[config.mk]
export PLATFORM = sky130hd
export DESIGN_NAME = rope_speed_sched_flat
export DESIGN_NICKNAME = d
export VERILOG_FILES = /design/src/rtl/rope_speed_sched_if.sv /design/src/rtl/rope_speed_sched.sv /design/src/flat_wrapper.sv
export SDC_FILE = /design/constraint.sdc
export NUM_CORES = 1
export LEC_CHECK = 0
export ABC_CLOCK_PERIOD_IN_PS = 4950
export CAP_MARGIN = 15
export CORE_MARGIN = 2
export CORE_UTILIZATION = 30
export CTS_CLUSTER_DIAMETER = 40
export DETAILED_ROUTE_END_ITERATION = 10
export GPL_ROUTABILITY_DRIVEN = 0
export SYNTH_ARGS = -nofsm -noshare
export SYNTH_HDL_FRONTEND = slang
export SYNTH_SLANG_ARGS = --single-unit
export TNS_END_PERCENT = 10
[constraint.sdc]
create_clock -name clk -period 4.95 [get_ports clk]
set_clock_uncertainty 0.15 [all_clocks]
set_input_delay 1.2375 -clock clk [delete_from_list [all_inputs] [get_ports clk]]
set_output_delay 1.2375 -clock clk [all_outputs]
set_load 0.01 [all_outputs]
[src/rtl/rope_speed_sched_if.sv]
// Bus between the speed scheduler and the game logic: requests/controls in, speeds/directions out.
interface rope_speed_sched_if #(
    parameter int unsigned CHANNELS = 6,
    parameter int unsigned SPEED_W  = 7
);
    logic [CHANNELS-1:0]         req;
    logic                        freeze;
    logic [3:0]                  level;
    logic                        ready;
    logic [CHANNELS-1:0]         ack;
    logic [CHANNELS*SPEED_W-1:0] X_SPEED;
    logic [CHANNELS-1:0]         X_DIR;

    modport master (output req, freeze, level, input ready, ack, X_SPEED, X_DIR);
    modport slave  (input req, freeze, level, output ready, ack, X_SPEED, X_DIR);
endinterface

[src/rtl/rope_speed_sched.sv]
// Per-channel random speed/direction generator: LFSR-driven initial fill, then
// round-robin refresh of requested channels with level bias and saturation.
module rope_speed_sched #(
    parameter int unsigned CHANNELS   = 6,
    parameter int unsigned SPEED_W    = 7,
    parameter int unsigned MIN_SPEED  = 2,
    parameter int unsigned MAX_SPEED  = 20,
    parameter int unsigned LEVEL_STEP = 2,
    parameter logic [15:0] SEED       = 16'hACE1
) (
    input  logic               clk,
    input  logic               resetN,
    rope_speed_sched_if.slave  bus
);
    localparam int unsigned IDX_W    = (CHANNELS > 1) ? $clog2(CHANNELS) : 1;
    localparam int unsigned CW       = SPEED_W + 8;
    localparam int unsigned RANGE    = MAX_SPEED - MIN_SPEED + 1;
    localparam logic [15:0] SEED_EFF = (SEED == 16'h0000) ? 16'h0001 : SEED;
    localparam logic [15:0] TAPS     = 16'hB400;
    localparam logic [IDX_W-1:0] LAST_IDX = IDX_W'(CHANNELS - 1);
    localparam logic [IDX_W:0]   CH_N     = (IDX_W+1)'(CHANNELS);

    localparam logic [0:0] S_INIT = 1'b0;
    localparam logic [0:0] S_RUN  = 1'b1;

    logic [0:0]                  state_q, state_d;
    logic [IDX_W-1:0]            idx_q, idx_d;
    logic [IDX_W-1:0]            rr_q, rr_d;
    logic [15:0]                 lfsr_q, lfsr_d;
    logic [CHANNELS-1:0]         pend_q, pend_d;
    logic [CHANNELS-1:0]         ack_q, ack_d;
    logic                        ready_q, ready_d;
    logic [CHANNELS*SPEED_W-1:0] speed_q, speed_d;
    logic [CHANNELS-1:0]         dir_q, dir_d;

    logic [CW-1:0]      prod, raw;
    logic [SPEED_W-1:0] cand_speed;
    logic               cand_dir;
    logic [IDX_W:0]     sum;
    logic [IDX_W-1:0]   gnt_idx, wr_idx;
    logic               found, wr_en;
    logic [CHANNELS-1:0] grant;

    // Candidate value from the current LFSR state
    always_comb begin
        prod       = CW'(lfsr_q[7:0]) * CW'(RANGE);
        raw        = CW'(MIN_SPEED) + (prod >> 8) + CW'(bus.level) * CW'(LEVEL_STEP);
        cand_speed = (raw > CW'(MAX_SPEED)) ? SPEED_W'(MAX_SPEED) : raw[SPEED_W-1:0];
        cand_dir   = lfsr_q[15];
    end

    // First pending channel at or after rr, wrapping
    always_comb begin
        sum     = '0;
        gnt_idx = '0;
        found   = 1'b0;
        for (int unsigned off = 0; off < CHANNELS; off++) begin
            sum = {1'b0, rr_q} + (IDX_W+1)'(off);
            if (sum >= CH_N) sum = sum - CH_N;
            if (!found && pend_q[sum[IDX_W-1:0]]) begin
                found   = 1'b1;
                gnt_idx = sum[IDX_W-1:0];
            end
        end
    end

    always_comb begin
        state_d = state_q;
        idx_d   = idx_q;
        rr_d    = rr_q;
        speed_d = speed_q;
        dir_d   = dir_q;
        ack_d   = '0;
        grant   = '0;
        wr_en   = 1'b0;
        wr_idx  = '0;
        lfsr_d  = (lfsr_q == 16'h0000) ? 16'h0001
                                       : ((lfsr_q >> 1) ^ (lfsr_q[0] ? TAPS : 16'h0000));
        case (state_q)
            S_INIT: begin
                wr_en  = 1'b1;
                wr_idx = idx_q;
                if (idx_q == LAST_IDX) begin
                    state_d = S_RUN;
                    idx_d   = '0;
                end else begin
                    idx_d = idx_q + IDX_W'(1);
                end
            end
            S_RUN: begin
                if (!bus.freeze && found) begin
                    grant[gnt_idx] = 1'b1;
                    ack_d          = grant;
                    wr_en          = 1'b1;
                    wr_idx         = gnt_idx;
                    rr_d           = (gnt_idx == LAST_IDX) ? '0 : gnt_idx + IDX_W'(1);
                end
            end
            default: state_d = S_INIT;
        endcase
        if (wr_en) begin
            speed_d[wr_idx*SPEED_W +: SPEED_W] = cand_speed;
            dir_d[wr_idx]                      = cand_dir;
        end
        // A request on the channel granted this cycle re-arms it
        pend_d  = (pend_q & ~grant) | bus.req;
        ready_d = (state_d == S_RUN);
    end

    always_ff @(posedge clk or negedge resetN) begin
        if (!resetN) begin
            state_q <= S_INIT;
            idx_q   <= '0;
            rr_q    <= '0;
            lfsr_q  <= SEED_EFF;
            pend_q  <= '0;
            ack_q   <= '0;
            ready_q <= 1'b0;
            speed_q <= '0;
            dir_q   <= '0;
        end else begin
            state_q <= state_d;
            idx_q   <= idx_d;
            rr_q    <= rr_d;
            lfsr_q  <= lfsr_d;
            pend_q  <= pend_d;
            ack_q   <= ack_d;
            ready_q <= ready_d;
            speed_q <= speed_d;
            dir_q   <= dir_d;
        end
    end

    assign bus.ready   = ready_q;
    assign bus.ack     = ack_q;
    assign bus.X_SPEED = speed_q;
    assign bus.X_DIR   = dir_q;
endmodule

[src/flat_wrapper.sv]
// flat-port wrapper written by rule: the top's interface ports become plain ports
module rope_speed_sched_flat 
#(
    parameter int unsigned CHANNELS   = 6,
    parameter int unsigned SPEED_W    = 7,
    parameter int unsigned MIN_SPEED  = 2,
    parameter int unsigned MAX_SPEED  = 20,
    parameter int unsigned LEVEL_STEP = 2,
    parameter logic [15:0] SEED       = 16'hACE1
)
  (clk, resetN, bus_req, bus_freeze, bus_level, bus_ready, bus_ack, bus_X_SPEED, bus_X_DIR);
  rope_speed_sched_if #(.CHANNELS(CHANNELS), .SPEED_W(SPEED_W)) bus_i ();
  input  logic clk;
  input  logic resetN;
  input wire logic [$bits(bus_i.req)-1:0] bus_req;
  input wire logic [$bits(bus_i.freeze)-1:0] bus_freeze;
  input wire logic [$bits(bus_i.level)-1:0] bus_level;
  output wire logic [$bits(bus_i.ready)-1:0] bus_ready;
  output wire logic [$bits(bus_i.ack)-1:0] bus_ack;
  output wire logic [$bits(bus_i.X_SPEED)-1:0] bus_X_SPEED;
  output wire logic [$bits(bus_i.X_DIR)-1:0] bus_X_DIR;
  assign bus_i.req = bus_req;
  assign bus_i.freeze = bus_freeze;
  assign bus_i.level = bus_level;
  assign bus_ready = bus_i.ready;
  assign bus_ack = bus_i.ack;
  assign bus_X_SPEED = bus_i.X_SPEED;
  assign bus_X_DIR = bus_i.X_DIR;
  rope_speed_sched #(.CHANNELS(CHANNELS), .SPEED_W(SPEED_W), .MIN_SPEED(MIN_SPEED), .MAX_SPEED(MAX_SPEED), .LEVEL_STEP(LEVEL_STEP), .SEED(SEED)) u_core (.clk(clk), .resetN(resetN), .bus(bus_i));
endmodule
==> metrics, run 1 <==
Slew @ Worst Pin=0.5064 ns; final instance area=6359 um^2; via count=3,649; fin crit period=4.801 ns; yosys warns=0; Max FO, Critical Path=5; CTS tree=yes; Clock Power Share=0.161; Clock Tree Buf Depth=2; total number of placement rows=47; initial core utilization=0.3035; core area=16,350 um^2; CTS root buf=clkbuf_16; fillcell total=1,596; Gate Count Post-Synth=455; hold path startpoint=u_core.lfsr_q[9]; Slew Limit Fails=0; Syn Area/Cell=10.91 um^2; clock-pin slew on the worst setup and hold paths=0.07 ns; switching pwr=0.001929 W; EDFF count, synth=0; vias per cell=4.801; First-pass DRT Iterations=4; crit path launch type=flop; Placed Instance Area=5891 um^2; Async SR Flop Fraction=1.000; routed len/inst=15.53 um; slowest stage cell, crit path=dfstp_2; dpl hpwl=8623 um; total congestion overflow=0; crit path cell chain=ha_4, ha_1, ha_1, a21o_1, a21o_1, a21o_1, a21o_1, a21oi_2, nor2b_2, o21a_1, nor2_2, ha_2, xor2_1, xnor2_1, ha_1, nor2b_4, nand3b_1, o21ai_1, nand2_2, o21a_4, and2_1, mux2_2; Chip Height=132.6 um; Fin. Hold Viols=0; Final Setup Violations=0; Primary FF master, synth=dfrtp_1; antenna diode count=0; initial antenna violation count=0; number of global-route vias before repair=3,724; post-layout util=0.3889; Worst path most repeated cell=a21o_1; Die W=132.6 um; Max Freq=208.3 MHz; H-tree levels=3; Leak=2.808 nW; IO Count=68; peak supply drop=0.0003615 V; critical path type=flop to flop; r2r startpoint=u_core.lfsr_q[0]; Die ar.=17,590 um^2; RSZ-0062 raised after global routing=yes; total CTS buffers=9; Internal=0.002507 W; Mapped Area=4962 um^2; r2r worst-path depth=22; port bufs=67; combinational share of power=0.628; status=finished clean; final worst-path cycle share=0.9699; FF-to-FF End=u_core.bus.X_SPEED[9]; total routed wirelength=11,800 um; # DRC=0; clk_lat worst skew=0.34 ns; Synth-to-Final Area Change=28.14%; Hold WC Path Type=flop to flop; Antenna Nets Post-Route=0; first-pass GRT wire length=19,430 um; Critical Path RT=5.03 ns; First DRT Iteration DRCs=150; Max Cap Violations=0; clk sinks=83; nets=586; R2R setup slack=0.15 ns; fraction of layout cells with a size suffix above 1=0.1981; largest net degree at the start of global routing=84; pwr dens=697.7 nW/um^2; syn_nets=506; headroom to the max-slew limit=0.6527; CP arrival=4.88 ns; hold path depth=0; post-synth cell types=74; sequential power share=0.211; CP max stage delay=0.60 ns; critical path endpoint category=flop; Yosys reg bits=83; Seq/Total Area, Yosys=0.4206; total track usage=0.1379; Net Sw Frac=0.4349; Worst Hold Endpoint=u_core.lfsr_q[8]; CTS Hold Buffers Added=0
-- per-layer routing --
metal  global-route usage  vias up  share of wire
met4              0.04062        0         0.0096
met1               0.1720     1796           0.43
li1                     -     1750              -
met5                    0        -              0
met3              0.03716       10          0.046
met2               0.2340       93           0.51
-- final cells by class --
cell class	instances	area, um^2	area share
Tap cell	220	275.3	0.04329
Clock inverter	6	75.07	0.01181
Sequential cell	83	2088	0.3284
Multi-Input combinational cell	320	2686	0.4225
Clock buffer	10	239.0	0.03758
Timing Repair Buffer	94	890.9	0.1401
Inverter	27	103.9	0.01633
-- synth_stat cells, types with 13 or more instances --
master | n | area, um^2
dfrtp_1 | 75 | 1877
ha_1 | 34 | 425.4
nor2_1 | 29 | 108.9
inv_1 | 26 | 97.59
nand2_1 | 26 | 97.59
o21ai_0 | 17 | 85.08
a21oi_1 | 16 | 80.08
mux2i_1 | 16 | 160.2
mux2_2 | 15 | 168.9
nor2b_1 | 15 | 93.84
clkbuf_1 | 13 | 48.80
mux2_1 | 13 | 146.4
-- power groups by stage --
| stage | registers (W) | logic (W) | clock network (W) |
|---|---|---|---|
| 2_1_floorplan | 0.000993 | 0.00188 | 0 |
| 3_3_place_gp | 0.000950 | 0.00269 | 0 |
| 3_5_place_dp | 0.000951 | 0.00275 | 0 |
| 4_1_cts | 0.000941 | 0.00277 | 0.000733 |
| 5_1_grt | 0.000959 | 0.00306 | 0.000762 |
| 6_report | 0.000936 | 0.00279 | 0.000713 |
-- what timing repair did --
item                       in CTS  in global routing
resized for setup               1                 18
setup endpoints to repair       6                 29
pin swaps                       0                 11
buffers inserted                0                  9
cloned                          0                  0
-- worst max-delay path by stage --
stage                      from                      to  cells after the start
2_1_floorplan  u_core.lfsr_q[1]  u_core.bus.X_SPEED[37]                     21
3_3_place_gp   u_core.lfsr_q[0]  u_core.bus.X_SPEED[37]                     22
3_5_place_dp   u_core.lfsr_q[0]   u_core.bus.X_SPEED[9]                     22
4_1_cts        u_core.lfsr_q[0]   u_core.bus.X_SPEED[9]                     22
5_1_grt        u_core.lfsr_q[1]  u_core.bus.X_SPEED[37]                     21
6_report       u_core.lfsr_q[0]   u_core.bus.X_SPEED[9]                     22
-- sequential cells by signal, summed over array words and instances (netlist names) --
name                cells
u_core.bus.X_DIR        6
u_core.state_q          1
u_core.rr_q             3
u_core.pend_q           6
u_core.bus.X_SPEED     42
u_core.bus.ack          6
u_core.lfsr_q          16
u_core.idx_q            3
-- layout by cell type (no fill, tap or decap), types with 9 or more instances in the layout --
cell,netlist,final
a21oi_1,16,14
mux2i_1,16,16
inv_1,26,26
mux2_1,13,13
o21ai_0,17,15
mux2_2,15,15
clkbuf_16,0,9
nor2_1,29,27
nand2_1,26,25
nor2b_1,15,13
clkdlybuf4s50_1,0,66
dfrtp_1,75,74
and2_1,10,10
ha_1,34,32
nand2b_1,11,11
buf_4,2,27
-- per-stage QoR --
| step | worst slack (ns) | total power (W) | instances | hold slack (ns) | setup TNS (ns) |
|---|---|---|---|---|---|
| after floorplan | 0.3318 | 0.002870 | 455 | 0.2549 | 0 |
| final | 0.1490 | 0.004436 | 760 | 0.2320 | 0 |
| after detailed placement | -0.01707 | 0.003705 | 734 | 0.2158 | -0.04498 |
| after global placement | 0.1363 | 0.003644 | 734 | 0.2158 | 0 |
| after CTS | -0.05470 | 0.004442 | 750 | 0.2348 | -0.1473 |
| after global routing | -0.07141 | 0.004777 | 760 | 0.2497 | -0.2470 |
-- cells by family after synthesis --
group	Yosys count	share of synthesized area
xor+xnor	14	0.03001
simple gates	133	0.1561
mux	53	0.1258
fa+ha+maj	38	0.1019
flops	83	0.4206
buf+inv	52	0.04967
compound gates	82	0.1160
-- critical path: cells and delay by family, from the launching register on --
| family | cells | cell delay, ns |
|---|---|---|
| multiplexers | 1 | 0.25 |
| AO/OA/AOI/OAI | 8 | 1.39 |
| flip-flops | 1 | 0.60 |
| XOR/XNOR | 2 | 0.27 |
| adder cells (fa/ha/maj) | 5 | 1.29 |
| AND/OR/NAND/NOR | 6 | 0.71 |
Power figures use the tool's default switching activity.
==> inputs of run 2 (changes only) <==
--- a/config.mk
+++ b/config.mk
@@ -12,6 +12,7 @@
 export CTS_CLUSTER_DIAMETER = 40
 export DETAILED_ROUTE_END_ITERATION = 10
 export GPL_ROUTABILITY_DRIVEN = 0
+export PLACE_DENSITY_LB_ADDON = 0.25
 export SYNTH_ARGS = -nofsm -noshare
 export SYNTH_HDL_FRONTEND = slang
 export SYNTH_SLANG_ARGS = --single-unit
==> run 2 against run 1 <==
  * Total power shrank 1.7%
  * Via count fell by 0.79%
  * Largest cell class unchanged
  * Global-route usage shrank 0.11 points
  * Sequential power barely moved
  * Worst setup slack gained 0.060 ns
  * Register-to-register slack gained 0.06 ns
  * Critical path type unchanged
==> metrics, run 2 (synthesis gave the netlist of run 1 again) <==
clock-pin slew on the worst setup and hold paths=0.07 ns; Max Cap Violations=0; number of global-route vias before repair=3,835; Final Setup Violations=0; Critical Path RT=5.03 ns; pwr dens=689.7 nW/um^2; H-tree levels=3; antenna diode count=0; Die W=132.6 um; Max Freq=210.9 MHz; first-pass GRT wire length=19,380 um; Chip Height=132.6 um; status=finished clean; initial antenna violation count=0; Leak=2.806 nW; clk sinks=83; max reg flops=42; Max FO, Critical Path=5; total power=0.004361 W; total track usage=0.1367; commonest cells after routing, fill and taps aside=75 x dfrtp_1, 66 x clkdlybuf4s50_1, 33 x ha_1; total congestion overflow=0; Hold WC Path Type=flop to flop; RSZ-0062 raised after global routing=no; Post-Route Setup TNS=0 ns; routed len/inst=15.20 um; post-layout util=0.3868; port bufs=67; Clock Tree Buf Depth=2; CTS tree=yes; most common library cell in the layout ignoring fill and taps=dfrtp_1; # DRC=0; dpl hpwl=8745 um; fillcell total=1,632; total CTS buffers=9; clk_lat worst skew=0.35 ns; r2r startpoint=u_core.lfsr_q[4]; crit path launch type=flop; vias per cell=4.751; Post-Layout Cell Count=762; initial core utilization=0.3035; fin crit period=4.741 ns; worst hold slack=0.2254 ns; nets=588; IO Count=68; Slew Limit Fails=0; CP arrival=4.82 ns; Worst Setup SP=u_core.lfsr_q[4]; final worst-path cycle share=0.9578; headroom to the max-slew limit=0.4306; Fin. Hold Viols=0; critical path type=flop to flop; critical path endpoint category=flop; placed instance count=736; hold path startpoint=u_core.lfsr_q[9]; Slew @ Worst Pin=0.8466 ns; via count=3,620; CTS root buf=clkbuf_16; CTS Hold Buffers Added=0; total number of placement rows=47; Die ar.=17,590 um^2; First DRT Iteration DRCs=143; core area=16,350 um^2; Antenna Nets Post-Route=0; fraction of layout cells with a size suffix above 1=0.1900; Synth-to-Final Area Change=27.43%; peak supply drop=0.0003072 V; First-pass DRT Iterations=4; largest net degree at the start of global routing=84; total routed wirelength=11,580 um
run 2: cell count changes in the layout (fill, tap and decap cells not counted), moves of 2 or more:
cell    delta
buf_4      +2
inv_6      -2
nor2_2     -2
nor2_1     +2
run 2: power by group:
part | switching (W) | total [W] | internal, W
Sequential | 0.0000976 | 0.000937 | 0.000839
Combinational | 0.00152 | 0.00278 | 0.00125
Clock | 0.000288 | 0.000647 | 0.000359
Total | 0.00191 | 0.00436 | 0.00245
run 2: final timing paths:
kind,depth (start not counted),slack (ns),end
worst max register to register,20,0.21,u_core.bus.X_SPEED[37]
max in group asynchronous,2,3.46,u_core.lfsr_q[0]
worst max-delay path,20,0.21,u_core.bus.X_SPEED[37]
worst min-delay path,0,0.23,u_core.lfsr_q[8]
worst min register to register,0,0.23,u_core.lfsr_q[8]
min in group asynchronous,1,0.58,u_core.bus.X_SPEED[41]
run 2: layer usage:
metal / vias up / part of all wire / GRT usage
li1: 1752 / - / -
met1: 1796 / 0.46 / 0.1769
met2: 62 / 0.49 / 0.2263
met3: 10 / 0.035 / 0.03333
met4: 0 / 0.013 / 0.04241
met5: - / 0 / 0
run 2: what timing repair did:
| item | CTS | global route |
|---|---|---|
| cloned | 0 | 0 |
| endpoints found under the setup margin | 2 | 30 |
| gates resized for setup | 0 | 10 |
| setup buffers | 3 | 6 |
| pin swaps | 1 | 7 |
run 2: cell type report:
type,count,area [um^2],share of cell area
Clock buffer,10,239.0,0.03779
Clock inverter,6,48.80,0.007717
Inverter,27,103.9,0.01642
Multi-Input combinational cell,320,2664,0.4213
Sequential cell,83,2087,0.3300
Tap cell,220,275.3,0.04353
Timing Repair Buffer,96,905.9,0.1433
run 2: per-stage QoR:
step | setup WS, ns | area [um^2]
2_1_floorplan | 0.3318 | 4962
3_3_place_gp | 0.1140 | 5906
3_5_place_dp | -0.03869 | 5906
4_1_cts | 0.08312 | 6216
5_1_grt | 0.002879 | 6324
6_report | 0.2087 | 6324
run 2: worst max-delay path: stages (launching register included):
cell and delay, ns:
dfrtp_1 0.44, ha_1 0.32, fa_1 0.46, ha_1 0.30, a21o_1 0.15, a21o_1 0.17, a21o_1 0.18, a21oi_2 0.14
nor2b_1 0.08, o21a_1 0.18, nor2_1 0.10, ha_2 0.20, xor2_2 0.15, xnor2_1 0.08, ha_1 0.35, buf_4 0.16
a211oi_1 0.21, o21ai_0 0.20, o21a_2 0.20, and2_1 0.17, mux2_2 0.25
